<file path="config.mk">
export PLATFORM = sky130hd
export DESIGN_NAME = enemy_fleet_ctrl
export DESIGN_NICKNAME = d
export VERILOG_FILES = /design/src/rtl/enemy_fleet_ctrl.sv
export SDC_FILE = /design/constraint.sdc
export NUM_CORES = 1
export LEC_CHECK = 0
export ABC_AREA = 1
export BUFFER_PORTS_ARGS = -buffer_cell sky130_fd_sc_hd__buf_4
export CAP_MARGIN = 0
export CORE_UTILIZATION = 59
export DETAILED_ROUTE_END_ITERATION = 12
export HOLD_SLACK_MARGIN = 0.12
export PLACE_DENSITY = 0.82
export SYNTH_ARGS = -nofsm -noshare
export SYNTH_HDL_FRONTEND = slang
export SYNTH_SLANG_ARGS = --single-unit
export TNS_END_PERCENT = 50
</file>
<file path="constraint.sdc">
create_clock -name Clk -period 6.31 [get_ports Clk]
set_input_delay 1.893 -clock Clk [delete_from_list [all_inputs] [get_ports Clk]]
set_output_delay 1.893 -clock Clk [all_outputs]
set_load 0.01 [all_outputs]
</file>
<file path="src/rtl/enemy_fleet_ctrl.sv">
// enemy_fleet_ctrl: marches an enemy formation across the screen, drops at the edges, tracks kills and wave end
//
// Ports:
//   Clk               system clock
//   Reset             asynchronous active-high reset
//   frame_clk         vsync-rate frame strobe, asynchronous to Clk
//   start             level; begins a wave when not playing
//   hit_vec           per-enemy hit pulse, bit i = enemy i
//   fleet_x, fleet_y  formation origin
//   enemy_direction_X 0 = left, 1 = right (current or next horizontal direction)
//   enemy_direction_Y 1 while descending
//   is_playing        high in MARCH_R, MARCH_L, DROP
//   delete_enemies    one-Clk pulse on entry to CLEAR or INVADED
//   alive             live-enemy mask
//   alive_count       registered popcount of alive
//   wave_clear        high while in CLEAR
//   invaded           high while in INVADED
//
// Optional feature: define ENEMY_SPEEDUP_EN to shorten the step divider as the fleet thins out.
module enemy_fleet_ctrl #(
    parameter int         NUM_ENEMIES = 8,
    parameter logic [9:0] START_X     = 10'd120,
    parameter logic [9:0] START_Y     = 10'd40,
    parameter logic [9:0] FLEET_WIDTH = 10'd400,
    parameter logic [9:0] LEFT_BOUND  = 10'd0,
    parameter logic [9:0] RIGHT_BOUND = 10'd639,
    parameter int         DROP_STEPS  = 10,
    parameter logic [9:0] FLOOR_Y     = 10'd430,
    parameter int         FRAME_DIV   = 4
) (
    input  logic                   Clk,
    input  logic                   Reset,
    input  logic                   frame_clk,
    input  logic                   start,
    input  logic [NUM_ENEMIES-1:0] hit_vec,
    output logic [9:0]             fleet_x,
    output logic [9:0]             fleet_y,
    output logic                   enemy_direction_X,
    output logic                   enemy_direction_Y,
    output logic                   is_playing,
    output logic                   delete_enemies,
    output logic [NUM_ENEMIES-1:0] alive,
    output logic [7:0]             alive_count,
    output logic                   wave_clear,
    output logic                   invaded
);
    localparam logic [2:0] IDLE    = 3'd0;
    localparam logic [2:0] MARCH_R = 3'd1;
    localparam logic [2:0] MARCH_L = 3'd2;
    localparam logic [2:0] DROP    = 3'd3;
    localparam logic [2:0] CLEAR   = 3'd4;
    localparam logic [2:0] INVADED = 3'd5;
    localparam logic [7:0] DIV_FULL = 8'(FRAME_DIV);
    localparam logic [7:0] DIV_HALF = 8'((FRAME_DIV / 2 > 1) ? FRAME_DIV / 2 : 1);
    localparam logic [7:0] DROP_LAST = 8'(DROP_STEPS - 1);

    logic [2:0]  state;
    logic [2:0]  fsync;
    logic [7:0]  div_cnt;
    logic [7:0]  cur_div;
    logic [7:0]  div_sel;
    logic [7:0]  drop_cnt;
    logic        frame_tick;
    logic        step_tick;
    logic        start_ok;
    logic        at_right;

`ifdef ENEMY_SPEEDUP_EN
    assign div_sel = (alive_count == 8'd1) ? 8'd1 :
                     (alive_count > 8'(NUM_ENEMIES / 2)) ? DIV_FULL : DIV_HALF;
`else
    assign div_sel = DIV_FULL;
`endif

    // fsync[1:0] is the two-flop synchronizer, fsync[2] the edge register
    assign frame_tick = fsync[1] & ~fsync[2];
    // >= keeps the divider safe when cur_div shrinks below the running count
    assign step_tick  = frame_tick && (div_cnt + 8'd1 >= cur_div);
    assign start_ok   = start && !is_playing;
    assign at_right   = ({1'b0, fleet_x} + {1'b0, FLEET_WIDTH} + 11'd1) > {1'b0, RIGHT_BOUND};

    assign is_playing        = (state == MARCH_R) || (state == MARCH_L) || (state == DROP);
    assign wave_clear        = state == CLEAR;
    assign invaded           = state == INVADED;
    assign enemy_direction_Y = state == DROP;

    always_ff @(posedge Clk or posedge Reset) begin
        if (Reset) begin
            state             <= IDLE;
            fsync             <= '0;
            div_cnt           <= '0;
            cur_div           <= DIV_FULL;
            drop_cnt          <= '0;
            fleet_x           <= START_X;
            fleet_y           <= START_Y;
            alive             <= '0;
            alive_count       <= '0;
            enemy_direction_X <= 1'b1;
            delete_enemies    <= 1'b0;
        end else begin
            fsync          <= {fsync[1:0], frame_clk};
            alive_count    <= 8'($countones(alive));
            delete_enemies <= 1'b0;
            div_cnt        <= start_ok ? 8'd0 : step_tick ? 8'd0 : frame_tick ? div_cnt + 8'd1 : div_cnt;
            cur_div        <= start_ok ? DIV_FULL : step_tick ? div_sel : cur_div;
            if (start_ok) begin
                state             <= MARCH_R;
                fleet_x           <= START_X;
                fleet_y           <= START_Y;
                alive             <= '1;
                drop_cnt          <= '0;
                enemy_direction_X <= 1'b1;
            end else if (is_playing) begin
                alive <= alive & ~hit_vec;
                if (alive == '0) begin
                    state          <= CLEAR;
                    delete_enemies <= 1'b1;
                end else if (fleet_y >= FLOOR_Y) begin
                    state          <= INVADED;
                    delete_enemies <= 1'b1;
                end else if (step_tick) begin
                    if (state == MARCH_R) begin
                        if (at_right) begin
                            state             <= DROP;
                            enemy_direction_X <= 1'b0;
                        end else begin
                            fleet_x <= fleet_x + 10'd1;
                        end
                    end else if (state == MARCH_L) begin
                        if (fleet_x <= LEFT_BOUND) begin
                            state             <= DROP;
                            enemy_direction_X <= 1'b1;
                        end else begin
                            fleet_x <= fleet_x - 10'd1;
                        end
                    end else begin
                        fleet_y  <= fleet_y + 10'd1;
                        drop_cnt <= (drop_cnt == DROP_LAST) ? 8'd0 : drop_cnt + 8'd1;
                        if (drop_cnt == DROP_LAST)
                            state <= enemy_direction_X ? MARCH_R : MARCH_L;
                    end
                end
            end
        end
    end
endmodule

</file>
==> impl_metrics.json <==
{
  "finalNetCount": 573,
  "yosysMostFrequentCell": "nand2_1",
  "ys_seq_area_frac": 0.378,
  "p_per_area_nw_per_um2": 545,
  "period_minus_slack_ps": 3450,
  "antenna_found_initial": 0,
  "arrival_ps": 3690,
  "die_h_um": 81.6,
  "wl_mm": 7.91,
  "syn_avg_cell_area_um2": 7.65,
  "slew_viol_final": 0,
  "h-tree-depth": 2,
  "drt-pass1-iter-count": 5,
  "io_pins": 54,
  "finalClockSkew_ps": 9.97,
  "die_area_um2": 6650,
  "postCtsSetupBuffers": 0,
  "grtUsageTotal": 0.261,
  "cp_num_buf_inv": 2,
  "synth_cell_type_count": 37,
  "finish.instance_area_um2": 4220,
  "synth-edff-count": 0,
  "end_kind": "flip-flop",
  "fillCellCount": 494,
  "ys_ff_latch": 56,
  "setup_slack_ps": 2860,
  "antenna_cells": 0,
  "hold_viol_final": 0,
  "syn_area_um2": 3730,
  "async_flop_share": 1.00,
  "postPlaceCellArea_um2": 4120,
  "critPathLaunchType": "input pin",
  "vias_per_cell": 5.24,
  "dpl.hpwl_mm": 5.83,
  "hp-class": "reg -> reg",
  "rows": 28,
  "rsz0062_at_grt": "no",
  "start_util": 0.620,
  "crit_required_ps": 6550,
  "grt_pass1_vias": 3023,
  "area_growth_pct": 12.9,
  "port_buffers": 49,
  "grt-ovfl-total": 0,
  "synth.top_cells.by_count": "nand2_1 (151), inv_1 (57), dfrtp_1 (49), nor2_1 (49), nand3_1 (32)",
  "finalSetupTns_ps": 0,
  "fin_crit_sh": 0.547,
  "yosys_warnings": 0,
  "cp_slowest_cell": "nand2_2",
  "path_max_fanout": 23,
  "critical-path-max-stage-delay_ps": 380,
  "crit_family": "simple AND/OR/NAND/NOR gates",
  "relSlewSlack": 0.524,
  "dp.cells": 604,
  "ys.flop_type": "dfrtp_1",
  "worstMarginPinSlew_ps": 713,
  "final-seq-area_um2": 1410,
  "rrSetupSlack_ps": 3410,
  "synth_top_cell_area_share": 0.328,
  "ctsHoldBuffers": 0,
  "numCtsBuffers": 5,
  "cts_resized": 0,
  "leakagePower_nw": 2.24,
  "globalplace.congestion": 0.859,
  "clk_pin_slew_ps": 100,
  "clock-sinks": 56,
  "wl_per_cell_um": 12.9,
  "synth_top_cells_by_area": "dfrtp_1 (33%), nand2_1 (15%), ha_1 (6.7%)",
  "die_w_um": 81.6,
  "crit_chain": "buf_4 > nand2_2 > inv_2 > nor2_1 > nand2_1 > o21ai_0 > nor2_2 > nand2_2 > nand2_1 > o21ai_2",
  "synthCells": 488,
  "multi_input_area_um2": 2010,
  "pre_cts_slack_ps": 2510,
  "cts_tree": "built",
  "drive_above_1_share": 0.196,
  "drc": 0,
  "setup-violations-final": 0,
  "outcome": "finished, final reports clean",
  "clockBufferDepth": 2,
  "clock.fmax_ghz": 0.290,
  "grt_pass1_wl_mm": 13.4,
  "yosys.area.top_type": "dfrtp_1",
  "core_um2": 6030,
  "stdcell_count": 612,
  "ir_worst_vdd_uv": 528,
  "drtIter0Drc": 169,
  "clk_latency_ps": 310,
  "path_class": "in -> reg",
  "grt_max_degree": 57,
  "root_buffer": "clkbuf_8",
  "num_vias": 3205,
  "detail-route-antenna-nets": 0,
  "cap_viol_max_count": 0
}
-- cells in the final DEF, fill, tap and decap left out, drive strengths merged --
cell / instances
a21oi: 7
a31oi: 1
buf: 50
clkbuf: 6
clkinv: 3
conb: 4
dfrtp: 49
dfstp: 7
fa: 5
ha: 20
inv: 61
nand2: 157
nand3: 35
nand3b: 3
nand4: 6
nor2: 56
nor3: 9
nor3b: 2
o21ai: 33
o21bai: 1
or2: 3
xnor2: 5
xor2: 14
-- power by group --
part	switching (mW)	total, mW	leakage [nW]	internal, mW
Sequential	0.144	0.647	0.694	0.502
Combinational	0.865	1.44	1.50	0.575
Clock	0.122	0.212	0.0516	0.0902
-- final timing paths --
path,cells after the start,startpoint,to
worst max-delay path,10,start,fleet_x[4]$_DFFE_PP1P_
worst min-delay path,0,fsync[0]$_DFF_PP0_,fsync[1]$_DFF_PP0_
worst max register to register,8,alive[0]$_DFFE_PP0N_,alive_count[2]$_DFF_PP0_
worst min register to register,0,fsync[0]$_DFF_PP0_,fsync[1]$_DFF_PP0_
max in group asynchronous,3,Reset,fleet_x[0]$_DFFE_PP0P_
min in group asynchronous,3,Reset,fleet_y[9]$_DFFE_PP0P_
-- per-layer routing --
layer | vias up | routed length [µm] | track usage | share of wire
met4 | 0 | 79 | 0.0982 | 0.010
li1 | 1616 | - | - | -
met3 | 9 | 367 | 0.0400 | 0.046
met2 | 97 | 3920 | 0.447 | 0.50
met1 | 1483 | 3540 | 0.332 | 0.45
met5 | - | 0 | 0 | 0
-- cell families after synthesis --
| family | synth area share |
|---|---|
| other | 0.00100 |
| xor gates and xnor gates | 0.0446 |
| buffers and inverters | 0.0878 |
| adders and majority gates | 0.0938 |
| AOI/OAI and AO/OA | 0.0744 |
| DFF | 0.378 |
| and+or+nand+nor | 0.321 |
-- worst register-to-register path, delay by kind of cell (launching register included) --
| kind | cells | cell delay, ps |
|---|---|---|
| fa+ha+maj | 5 | 2100 |
| buf+inv | 2 | 90 |
| xor+xnor | 1 | 150 |
| flops | 1 | 450 |
-- metrics by stage --
step | hold slack [ps] | util | total power [mW]
floorplan | 331 | - | 1.68
global placement | 335 | 0.684 | 2.00
detailed placement | 335 | 0.684 | 2.08
CTS | 358 | 0.700 | 2.31
global route | 369 | 0.700 | 2.53
finish | 358 | 0.700 | 2.30
-- registers in the layout, indices dropped and copies added, names as in the netlist --
name               count
state                  3
fsync                  3
alive                  8
fleet_x               10
enemy_direction_X      1
div_cnt                8
delete_enemies         1
alive_count            4
drop_cnt               8
fleet_y               10
-- layout make-up --
| cell class | instances | share of cell area |
|---|---|---|
| clock buffer | 6 | 0.0196 |
| clock inverter | 2 | 0.00327 |
| inverter | 62 | 0.0552 |
| multi-input combinational | 361 | 0.476 |
| sequential | 56 | 0.335 |
| tap | 75 | 0.0223 |
| timing repair buffer | 50 | 0.0890 |
Power figures use the tool's default switching activity.
